==> config.mk <==
export PLATFORM = sky130hd
export DESIGN_NAME = odd_seq_sched
export DESIGN_NICKNAME = d
export VERILOG_FILES = /design/src/rtl/odd_seq_sched.sv
export SDC_FILE = /design/constraint.sdc
export NUM_CORES = 1
export LEC_CHECK = 0
export CAP_MARGIN = 20
export CORE_MARGIN = 8
export CORE_UTILIZATION = 55
export CTS_BUF_LIST = sky130_fd_sc_hd__clkbuf_2
export DETAILED_ROUTE_END_ITERATION = 12
export DONT_BUFFER_PORTS = 1
export GPL_TIMING_DRIVEN = 0
export PLACE_DENSITY = 0.78
export SLEW_MARGIN = 20
export SYNTH_ARGS = -nofsm -noshare
export SYNTH_HDL_FRONTEND = slang
export SYNTH_SLANG_ARGS = --single-unit
==> constraint.sdc <==
create_clock -name clk -period 1.7 [get_ports clk]
set_clock_uncertainty 0.05 [all_clocks]
set_input_delay 0.51 -clock clk [delete_from_list [all_inputs] [get_ports clk]]
set_output_delay 0.51 -clock clk [all_outputs]
set_load 0.005 [all_outputs]
==> src/rtl/odd_seq_sched.sv <==
// Two-requester burst scheduler around one shared odd-value generator.
// A round-robin pick in IDLE starts a burst; RUN streams len+1 consecutive odd values.
module odd_seq_sched #(
  parameter int WIDTH = 8,
  parameter int LEN_W = 4
) (
  input  logic             clk,
  input  logic             rst_n,
  input  logic             req0_valid,
  input  logic [LEN_W-1:0] req0_len,
  output logic             req0_ready,
  input  logic             req1_valid,
  input  logic [LEN_W-1:0] req1_len,
  output logic             req1_ready,
  output logic             out_valid,
  output logic [WIDTH-1:0] out_data,
  output logic             out_owner,
  output logic             out_last,
  input  logic             out_ready,
  output logic             busy
);

  typedef enum logic {IDLE, RUN} state_t;
  typedef struct packed {
    logic             valid;
    logic [LEN_W-1:0] len;
  } req_t;

  state_t           state, state_nxt;
  req_t [1:0]       req;
  logic [WIDTH-1:0] cnt;
  logic [LEN_W-1:0] rem;
  logic             owner, rr;
  logic             win, grant, beat, last;

  assign req[0] = '{valid: req0_valid, len: req0_len};
  assign req[1] = '{valid: req1_valid, len: req1_len};

  // rr only breaks ties; a lone requester always wins
  always_comb begin
    win = req[1].valid;
    if (req[0].valid && req[1].valid) win = rr;
  end

  assign grant = (state == IDLE) && (req[0].valid || req[1].valid);
  assign last  = (rem == '0);
  assign beat  = (state == RUN) && out_ready;

  always_ff @(posedge clk or negedge rst_n) begin
    if (!rst_n) state <= IDLE;
    else        state <= state_nxt;
  end

  always_comb begin
    state_nxt = state;
    case (state)
      IDLE:    if (grant)        state_nxt = RUN;
      RUN:     if (beat && last) state_nxt = IDLE;
      default:                   state_nxt = IDLE;
    endcase
  end

  // Generator state survives across bursts so no value repeats before wrap
  always_ff @(posedge clk or negedge rst_n) begin
    if (!rst_n) begin
      cnt   <= WIDTH'(1);
      rem   <= '0;
      owner <= 1'b0;
      rr    <= 1'b0;
    end else if (grant) begin
      owner <= win;
      rem   <= req[win].len;
      rr    <= ~win;
    end else if (beat) begin
      cnt <= cnt + WIDTH'(2);
      rem <= rem - LEN_W'(1);
    end
  end

  always_comb begin
    req0_ready = grant && !win;
    req1_ready = grant &&  win;
    out_valid  = (state == RUN);
    out_last   = (state == RUN) && last;
    busy       = (state == RUN);
    out_data   = cnt;
    out_owner  = owner;
  end

endmodule

* After elaboration in Yosys (flattened, before gate mapping) *
Index checks and enable logic that the tools add are counted.

cells by class
  bitwise gates (word level) = 3
  order comparisons = 1
  add/sub/neg operators = 2
  reduce and logical (&&, ||, !) cells = 12
  multiplexer cells = 8

operator list
  cell                                                                           count
  4-bit 2-to-1 mux                                                               4
  8-bit by 2-bit adder with 8-bit output (second input constant)                 1
  1-bit logical AND                                                              7
  4-bit logical NOT                                                              1
  4-bit by 1-bit subtractor with 4-bit output (second input constant)            1
  1-bit 2-to-1 mux                                                               3
  1-bit inverter                                                                 3
  1-bit by 2-bit less-than comparator with 1-bit output (second input constant)  1
  1-bit one-hot mux with 2 select lines                                          1
  2-bit AND reduction                                                            1
  2-bit nonzero test                                                             1
  1-bit logical NOT                                                              1
  1-bit logical OR                                                               1

storage, ports and cells
  bits of input ports = 13
  output and inout bits = 14
  bits in registers = 15
  word-level logic and storage cells = 31

* Logic depth before layout (Yosys ltp) *
Gate-level depths: netlist of the first run.

  depth in word-level cells = 5
  depth in mapped cells = 6
  mapped depth without buffers = 5

* Worst setup path after synthesis of the first run *
OpenSTA, ideal clock, no wires.

  kind = input -> output
  from = input port req0_valid
  to = output port req1_ready
  cell stages on the path = 2
  setup slack = 0.218 ns
  data required time = 1.140 ns
  data arrival time = 0.922 ns
  buffers on the path = 0
  cell sequence = and2b_1 nor3b_4

on the way
  longest elaborated chain between the ends = 3
  elaborated cells on any way between the ends = 5
  those cells by class = 1 x mux; 4 x reduce/logical

ends and longest elaborated chain
  element                                                line    source
  start, declared                                        9       input logic req0_valid,
  1-bit logical AND or 1-bit logical OR (tied branches)  42, 45
  1-bit 2-to-1 mux or 1-bit logical AND (tied branches)  42, 45
  1-bit logical AND (*)                                  82      req1_ready = grant && win;
  end, declared                                          14      output logic req1_ready,

Every way passes the cells marked *; elsewhere a longest branch is shown, timed or not.

* Worst setup path in the final report of the first run *
  from = register state, in the netlist busy
  to = output port req1_ready

on the way
  longest elaborated chain between the ends = 3

ends and longest elaborated chain
  element                 line  source
  start, declared         29    state_t state, state_nxt;
  start signal, assigned  51    else state <= state_nxt;
  1-bit inverter          -
  1-bit logical AND       45    assign grant = (state == IDLE) && (req[0].valid || req[1].valid);
  1-bit logical AND       82

No other way between the ends.

==> results of run 1 <==
## flip-flops by register name (all words and copies together) (netlist names)
name / cells
busy: 1
out_data: 7
out_owner: 1
rem: 4
rr: 1
## path summary, 6_finish.rpt
path	to	slack, ns
setup reg to reg	rem[3]	0.15
max in group asynchronous	rem[3]	0.60
hold / removal	rem[2]	0.33
setup / recovery	req1_ready	-0.06
hold reg to reg	out_data[7]	0.45
min in group asynchronous	rem[1]	0.60
## stage by stage
stage	TNS, ns	instances	utilization
6_report	-0.0589	99	0.624
5_1_grt	-0.171	99	0.624
4_1_cts	-0.0925	96	0.605
3_5_place_dp	0	90	0.578
3_3_place_gp	0	90	0.578
2_1_floorplan	0	74	-
## worst max-delay path, delay by kind of cell, from the launching register on
kind / cells / cell delay, ns
DFF: 1 / 0.44
and+or+nand+nor: 1 / 0.31
buffers and inverters: 1 / 0.16
## layout make-up
class / count / area [um2] / area share
multi-input combinational: 52 / 417 / 0.459
clock inverter: 1 / 3.75 / 0.00414
tap: 16 / 20.0 / 0.0221
buffer: 4 / 46.3 / 0.0510
inverter: 4 / 15.0 / 0.0166
sequential: 14 / 350 / 0.386
clock buffer: 3 / 15.0 / 0.0166
timing repair buffer: 5 / 40.0 / 0.0441
## layer usage
| layer | part of all wire | vias up | wire (um) |
|---|---|---|---|
| met1 | 0.39 | 251 | 629 |
| li1 | - | 277 | - |
| met2 | 0.47 | 17 | 769 |
| met5 | 0 | - | 0 |
| met3 | 0.12 | 4 | 193 |
| met4 | 0.017 | 0 | 28 |
## logic make-up after synthesis
| kind of cell | Yosys count |
|---|---|
| adders and majority gates | 3 |
| AOI/OAI and AO/OA | 18 |
| other | 1 |
| xor gates and xnor gates | 6 |
| muxes | 1 |
| and+or+nand+nor | 23 |
| buffers and inverters | 8 |
| DFF | 14 |
## cells in the mapped netlist
cell type and number:
sky130_fd_sc_hd__nand3_1 1, sky130_fd_sc_hd__xor2_1 3, sky130_fd_sc_hd__o21ba_2 1, sky130_fd_sc_hd__nor2_1 3, sky130_fd_sc_hd__and2_4 1, sky130_fd_sc_hd__a21o_1 2, sky130_fd_sc_hd__nand2_1 3, sky130_fd_sc_hd__and2b_1 1
sky130_fd_sc_hd__xnor2_1 3, sky130_fd_sc_hd__a21bo_2 1, sky130_fd_sc_hd__a21o_2 1, sky130_fd_sc_hd__o221a_2 1, sky130_fd_sc_hd__nand4_4 2, sky130_fd_sc_hd__a221oi_1 2, sky130_fd_sc_hd__dfrtp_1 14, sky130_fd_sc_hd__nor3_1 5
sky130_fd_sc_hd__a21oi_1 5, sky130_fd_sc_hd__a31oi_1 1, sky130_fd_sc_hd__and3_2 1, sky130_fd_sc_hd__nor3b_4 1, sky130_fd_sc_hd__buf_4 2, sky130_fd_sc_hd__conb_1 1, sky130_fd_sc_hd__inv_1 4, sky130_fd_sc_hd__o22a_1 1
sky130_fd_sc_hd__a22oi_1 1, sky130_fd_sc_hd__buf_6 1, sky130_fd_sc_hd__nor2_2 3, sky130_fd_sc_hd__mux2_2 1, sky130_fd_sc_hd__ha_1 3, sky130_fd_sc_hd__o21ai_0 1, sky130_fd_sc_hd__buf_12 1, sky130_fd_sc_hd__o21bai_1 1
sky130_fd_sc_hd__nor3b_1 2
## repair_timing
action	in CTS	in global routing
gates resized for setup	2	1
pin swaps	0	2
setup buffers	1	3
setup endpoints to repair	3	3
hold buffers	1	0
endpoints found under the hold margin	14	0
## power by group through the flow
stage / registers, mW / logic [mW] / clock network (mW)
global route: 0.704 / 0.691 / 0.178
detailed placement: 0.698 / 0.523 / 0
floorplan: 0.650 / 0.451 / 0
CTS: 0.685 / 0.564 / 0.165
finish: 0.676 / 0.608 / 0.166
global placement: 0.688 / 0.494 / 0
==> run summary, run 1 <==
The run finished, with violations left. The final reports fail on negative setup slack. Count of buffers from port buffering: 0.

Setup repair after global routing could not meet its margin everywhere. Before CTS, the worst setup slack after placement is 0.146 ns. Sorting the synthesized cells by area gives the leading types as sky130_fd_sc_hd__dfrtp_1 43%, sky130_fd_sc_hd__nand4_4 5.2%, sky130_fd_sc_hd__ha_1 4.6%. The total number of vias is 549, and the switching share of power is 0.395. The routing usage on met2 is 0.196. Counting every sink on the clock net gives 14. The synthesized-area fraction occupied by adder cells was 0.0457; the wire length of the first global-routing pass was 2620 um.

The number of cells on the worst reg-to-reg path is 6. The slew at the pin with the worst max-slew slack came out at 0.615 ns. For the count of synthesis-stage warnings from yosys, the log shows 0. Overall power after layout: 1.45 mW. The maximum net fanout on the critical path works out to 10. The total CTS buffers is 3.

The number of antenna violations at the first check in global routing was 0; the area growth from synthesis to layout was 10.5%. The combined area of all synthesized cells came out at 821 um2. For the count of unresolved DRC violations after routing, the log shows 0. The run gives 0.123 as the total routing resource utilization after global routing. The worst min-delay path class is in2reg. The average wire per cell in the routed design came out at 16.4 um. Synthesis produced a netlist with a net count of 90. The tools report the number of unique standard cell types used by synthesis as 33. The clock edge transition at the registers on the reported setup and hold paths was 0.14 ns; the final setup violation count was 1.

The run gives 0 as the number of failing hold endpoints at the final stage. Data on the critical path is required at its endpoint by 1.14 ns. The tools report the total core area as 1450 um2. The critical path is of the reg2out type. Clock latency on the worst-skew pair, taken at its later pin, is 0.29 ns.

The library cell used most frequently in the layout, excluding fill and tap cells, is sky130_fd_sc_hd__dfrtp_1. The tool flagged a number of max-cap violations equal to 0. The run gives 0.0598 as the met3 demand-to-capacity share in global routing. The fraction of power consumed by sequential logic came out at 0.466. The data arrival time of the critical path is 1.20 ns, and the post-route antenna net violation count is 0.

The starting DRC count in detailed routing is 4, and the area of the die is 2980 um2. The most used routing layer was met2. The part of the Yosys area used for sequential elements came out at 0.427. Summed over all layers, the routed wires come to 1620 um. The placed instances occupy a cell area of 841 um2.

In the layout the commonest cells are 14 x sky130_fd_sc_hd__dfrtp_1, 6 x sky130_fd_sc_hd__buf_4, 5 x sky130_fd_sc_hd__nor3_1, 5 x sky130_fd_sc_hd__a21oi_1. The logs give 0.133 for the global-route met1 utilization and 100 for the final layout net count. The via count of the first global-routing pass is 582. The floorplan has 14 rows. Number of cells traversed by the worst hold path: 2.

The startpoint identified for the worst register-to-register timing path is rem[0]. The standby leakage power was 0.416 nW. STA classifies the critical path endpoint as an output pin. Summed over all layers, the global routing overflow is 0. The starting utilization of the core area was 0.565; the power per standard cell area was 1600 nW/um2. Multiplexer share of the synthesized area: 0.0137. Of all cell types, the one taking the most synthesized area is sky130_fd_sc_hd__dfrtp_1.

The number of pins exceeding their max-slew limit in the final report was 0; the critical path's largest stage delay was 0.44 ns. The analysis attributes to net switching a power of 0.573 mW. Slowest cell on the critical path: sky130_fd_sc_hd__dfrtp_1. The proportion of netlist area held by the largest area contributor is 0.427, and the worst path setup slack after routing is -0.0589 ns.

For this design the top-level I/O count stands at 27. Static timing analysis puts the maximum clock frequency at 569 MHz. Entering global routing, the biggest net connects 15 pins. The post-synthesis compound-gate area fraction came out at 0.162. The main combinational cell family by area after synthesis was simple AND/OR/NAND/NOR gates. The critical path goes through buf_6, nor3b_4. The detail-routed via count per cell came out at 5.55.

VDD sags by at most 0.823 mV. The filler cells instantiated in the layout total 119. The synthesized-area fraction occupied by xor and xnor cells was 0.0640. The repair_antennas step left the layout with diodes totalling 0.

The clock passes through at most 2 buffers. TritonCTS built the clock tree. The worst path needs 1.76 ns of the cycle, external delays included. Synthesis handed over a netlist of 74 instances.

Fraction of power consumed by combinational cells: 0.419. The proportion of layout cells with a drive suffix above 1 was 0.313. Share of the clock period used by the worst path: 1.03. The cell sitting at the root of the clock tree is a sky130_fd_sc_hd__clkbuf_2. The finished cells cover 907 um2. In this run the most critical hold path is launched from req0_len[2]. The routability congestion estimate was 0.752; the die width was 54.6 um.

The internal power summed over all cells was 0.877 mW. The clock network fraction of total power is 0.115. The run gives 0.589 as the remaining max-slew budget at the tightest pin. In this run the worst setup path begins at busy. Detailed placement ended at an HPWL of 1260 um.

The synthesized area per cell came out at 11.1 um2. On the final layout, the worst hold slack is 0.331 ns. From bottom edge to top edge, the die measures 54.6 um.

The first-pass iteration count of the detailed router was 4. The worst setup path is launched from a flip-flop. After synthesis the netlist holds a flip-flop and latch count of 14. The simple-gate share of the synthesized area was 0.209; the H-tree depth reported by CTS was 1.
Note: power is estimated with default switching activity, not from simulation.
==> inputs of run 2 (changes only) <==
--- a/config.mk
+++ b/config.mk
@@ -5,6 +5,7 @@
 export SDC_FILE = /design/constraint.sdc
 export NUM_CORES = 1
 export LEC_CHECK = 0
+export ABC_CLOCK_PERIOD_IN_PS = 1700
 export CAP_MARGIN = 20
 export CORE_MARGIN = 8
 export CORE_UTILIZATION = 55
==> results of run 2 <==
The final DEF is identical to that of run 1; final timing and power are the same.
==> RTL change 1 (config.mk and constraints of run 2) <==
Change the parameter `WIDTH` from 8 to 6.
--- a/src/rtl/odd_seq_sched.sv
+++ b/src/rtl/odd_seq_sched.sv
@@ -1,7 +1,7 @@
 // Two-requester burst scheduler around one shared odd-value generator.
 // A round-robin pick in IDLE starts a burst; RUN streams len+1 consecutive odd values.
 module odd_seq_sched #(
-  parameter int WIDTH = 8,
+  parameter int WIDTH = 6,
   parameter int LEN_W = 4
 ) (
   input  logic             clk,
Interface: changed (resized out_data); port bits go from 27 to 25. No check against the original RTL was run, so the function may have changed too.
==> RTL change 1 against run 2 <==
First-iteration DRC count grew 75%; utilization grew 3.3 points; worst hold slack gained 0.019 ns; routed wire length shrank 4.0%; global-route usage grew 0.70 points; final area shrank 8.1%; power shrank 6.8%; combinational power shrank 1%; sequential share of layout area shrank 2.3 points; synthesized area shrank 12%; sequential cell count shrank 2; critical path depth is the same; worst setup slack gained 0.092 ns.
==> RTL change 1: results (changes against run 2) <==
outcome=finished clean; vias post-DR=526 (-4.2%); GP Congestion=0.8001 (+6.4%); routing usage on met2=0.1900 (-0.006226); Non-clk bufs=10 (+1); Area Growth Syn to Fin=15.42%; Area contributors post-synth=dfrtp_1 (42%), ha_1 (5.2%), xnor2_1 (4.9%); Max FO, Critical Path=4 (-6); sequential cells=12 (-2); NonClk Buf Share=0.1021 (+0.006930); pre-CTS setup slack=0.2677 ns (+0.1219 ns); Post-Synth Adder-Cell Area=0.05199 (+0.006261); placed instance area=740.7 um2 (-12%); Inst Count DP=84 (-6.7%); global-route wire length before repair=2635 um (+0.50%); measured slew at the worst slew-check pin=0.5525 ns (-0.06205 ns); #MultiIn Comb=49 (-5.8%); largest net degree at the start of global routing=13 (-2); number of port buffers=0 (unchanged); net count reported at finish=96 (-4.0%); fraction of area in multi-input gates=0.4715 (+0.01216); mux contribution to synthesized area=0.02946 (+0.01574); Compound-Gate Fraction of Synth Area=0.1889 (+0.02732); clk slew on worst S/H paths=0.13 ns; syn nets=85 (-5.6%); register area=302.8 um2 (-14%); clock buffers=3 (unchanged); Fillers=99 (-17%); Clock group=156 uW (-6%); Core Region=1269 um2 (-13%); ANT cells=0 (unchanged); non-filler cells, final=94 (-5.1%); Iter 0 DRT Violations=7 (+3); post-synthesis sequential area ratio=0.4159 (-0.01088); ratio of cells with drive above 1 in the final layout=0.3291 (+0.01586); wl on met1=661 um (+5.1%); max reg flops=5 (-2); Gate power share=0.445 (+0.026); leakage power=0.0003649 uW (-12%); GRT met3 Usage=0.05966 (-0.0001235); XOR/XNOR Fraction of Synth Area=0.06066 (-0.003366); met2 routed WL=708 um (-7.9%); post-DP HPWL=1069 um (-15%); clk tree area frac=0.02252 (+0.001833); Internal=817.1 uW (-6.8%); count of cell types in the netlist=34 (+3.0%); GRT met1 Usage=0.1488 (+0.01582); GRT Total Usage=0.1301 (+0.006981); wire length on met3=152 um (-21%)
[RTL change 1: final timing paths]
path,startpoint,endpoint,slack (ns),depth (start not counted)
worst min register to register,out_data[5],out_data[5],0.46,1
min in group asynchronous,rst_n,busy,0.59,1
max in group asynchronous,rst_n,rem[2],0.62,1
worst max-delay path,rr,req0_ready,0.03,2
worst max register to register,rem[0],rem[3],0.22,6
worst min-delay path,req1_len[1],rem[1],0.35,2
[RTL change 1: what timing repair did]
action | 4_1_cts | 5_1_grt
setup endpoints to repair | 2 | 3
hold endpoints to repair | 12 | 0
buffers inserted | 1 | 4
pin swaps | 1 | 0
hold buffers | 1 | 0
gates resized for setup | 1 | 8
[RTL change 1: worst reg2reg max path, cell delays in order (launching register included)]
cell,delay (ns)
dfrtp_1,0.41
buf_4,0.13
buf_4,0.13
nor3_1,0.24
mux2i_1,0.23
o22ai_1,0.10
o21a_1,0.11
==> RTL change 2 (config.mk and constraints of run 2) <==
Made on the original files. Reset style: synchronous (`rst_n`), changed in 2 clocked blocks.
--- a/src/rtl/odd_seq_sched.sv
+++ b/src/rtl/odd_seq_sched.sv
@@ -46,7 +46,7 @@
   assign last  = (rem == '0);
   assign beat  = (state == RUN) && out_ready;
 
-  always_ff @(posedge clk or negedge rst_n) begin
+  always_ff @(posedge clk) begin
     if (!rst_n) state <= IDLE;
     else        state <= state_nxt;
   end
@@ -61,7 +61,7 @@
   end
 
   // Generator state survives across bursts so no value repeats before wrap
-  always_ff @(posedge clk or negedge rst_n) begin
+  always_ff @(posedge clk) begin
     if (!rst_n) begin
       cnt   <= WIDTH'(1);
       rem   <= '0;
Formal check against the unedited RTL: differs if rst_n is asserted again (counterexample within 4 cycles, from zero or initial values and one cycle with rst_n low); with rst_n held inactive, the same outputs for 10 cycles.
==> RTL change 2 against run 2 <==
Sequential cell count stayed put; critical path depth is 1 higher; synthesized area is 6.1% lower; final area is 5.4% lower; routed wire length is 2.6% higher; via count is 15% higher; die area is 4.3% lower; critical endpoint is now req0_ready; worst setup slack better by 0.087 ns.
Power is not compared: it rests on default switching activity, and its combinational part moved more than twofold at a synthesized area within 25%.
==> RTL change 2: results (changes against run 2) <==
outcome=finished clean; total power=689.7 uW; Max FO, Critical Path=9 (-1); Fillers=108 (-9.2%); Largest stage delay, worst path=0.38 ns (-0.06 ns); routing usage on met2=0.1875 (-0.008726); post-DP HPWL=1257 um (-0.41%); post-synthesis sequential area ratio=0.3636 (-0.06319); count of cell types in the netlist=32 (-3.0%); GRT Total Usage=0.1260 (+0.002903); WP data arrival=1.11 ns (-0.09 ns); clk tree area frac=0.02187 (+0.001176); global-route wire length before repair=2642 um (+0.76%); vias in the first global route=594 (+2.1%); ys flop type=dfxtp_1; largest net degree at the start of global routing=11 (-4); sequential cells=14 (unchanged); Worst Hold Path EP=rr; met2 routed WL=803 um (+4.4%); Area contributors post-synth=dfxtp_1 (36%), a21oi_1 (5.2%), ha_1 (4.9%); critical path's slowest cell=dfxtp_4; drt total wl=1663 um (+2.6%); NonClk Buf Share=0.08309 (-0.01208); wire length on met3=162 um (-16%); top post-synthesis cells by count=dfxtp_1 (14), nor2_1 (10), a21oi_1 (8)
-- RTL change 2: changes by cell type in the layout (fill, tap and decap cells not counted), moves of 3 or more --
cell,before,now
o21ai_0,1,6
nand2_1,3,6
dfrtp_1,14,0
nor2_1,3,10
a21oi_1,5,8
dfxtp_1,0,11
-- RTL change 2: repair_timing --
item / 4_1_cts / 5_1_grt
gates resized for setup: 4 / 4
setup endpoints to repair: 2 / 3
buffers inserted: 0 / 4
endpoints found under the hold margin: 0 / 0
pin swaps: 0 / 1
-- RTL change 2: kinds of logic (layout without fill, tap and decap cells) --
kind of cell	after synthesis	in the layout	synth area share
buf+inv	9	17	0.07303
fa+ha+maj	3	3	0.04871
simple gates	30	30	0.2451
compound gates	24	24	0.1948
flops	14	14	0.3636
mux	1	1	0.01299
xor+xnor	5	5	0.05682
other cells	1	1	0.004865
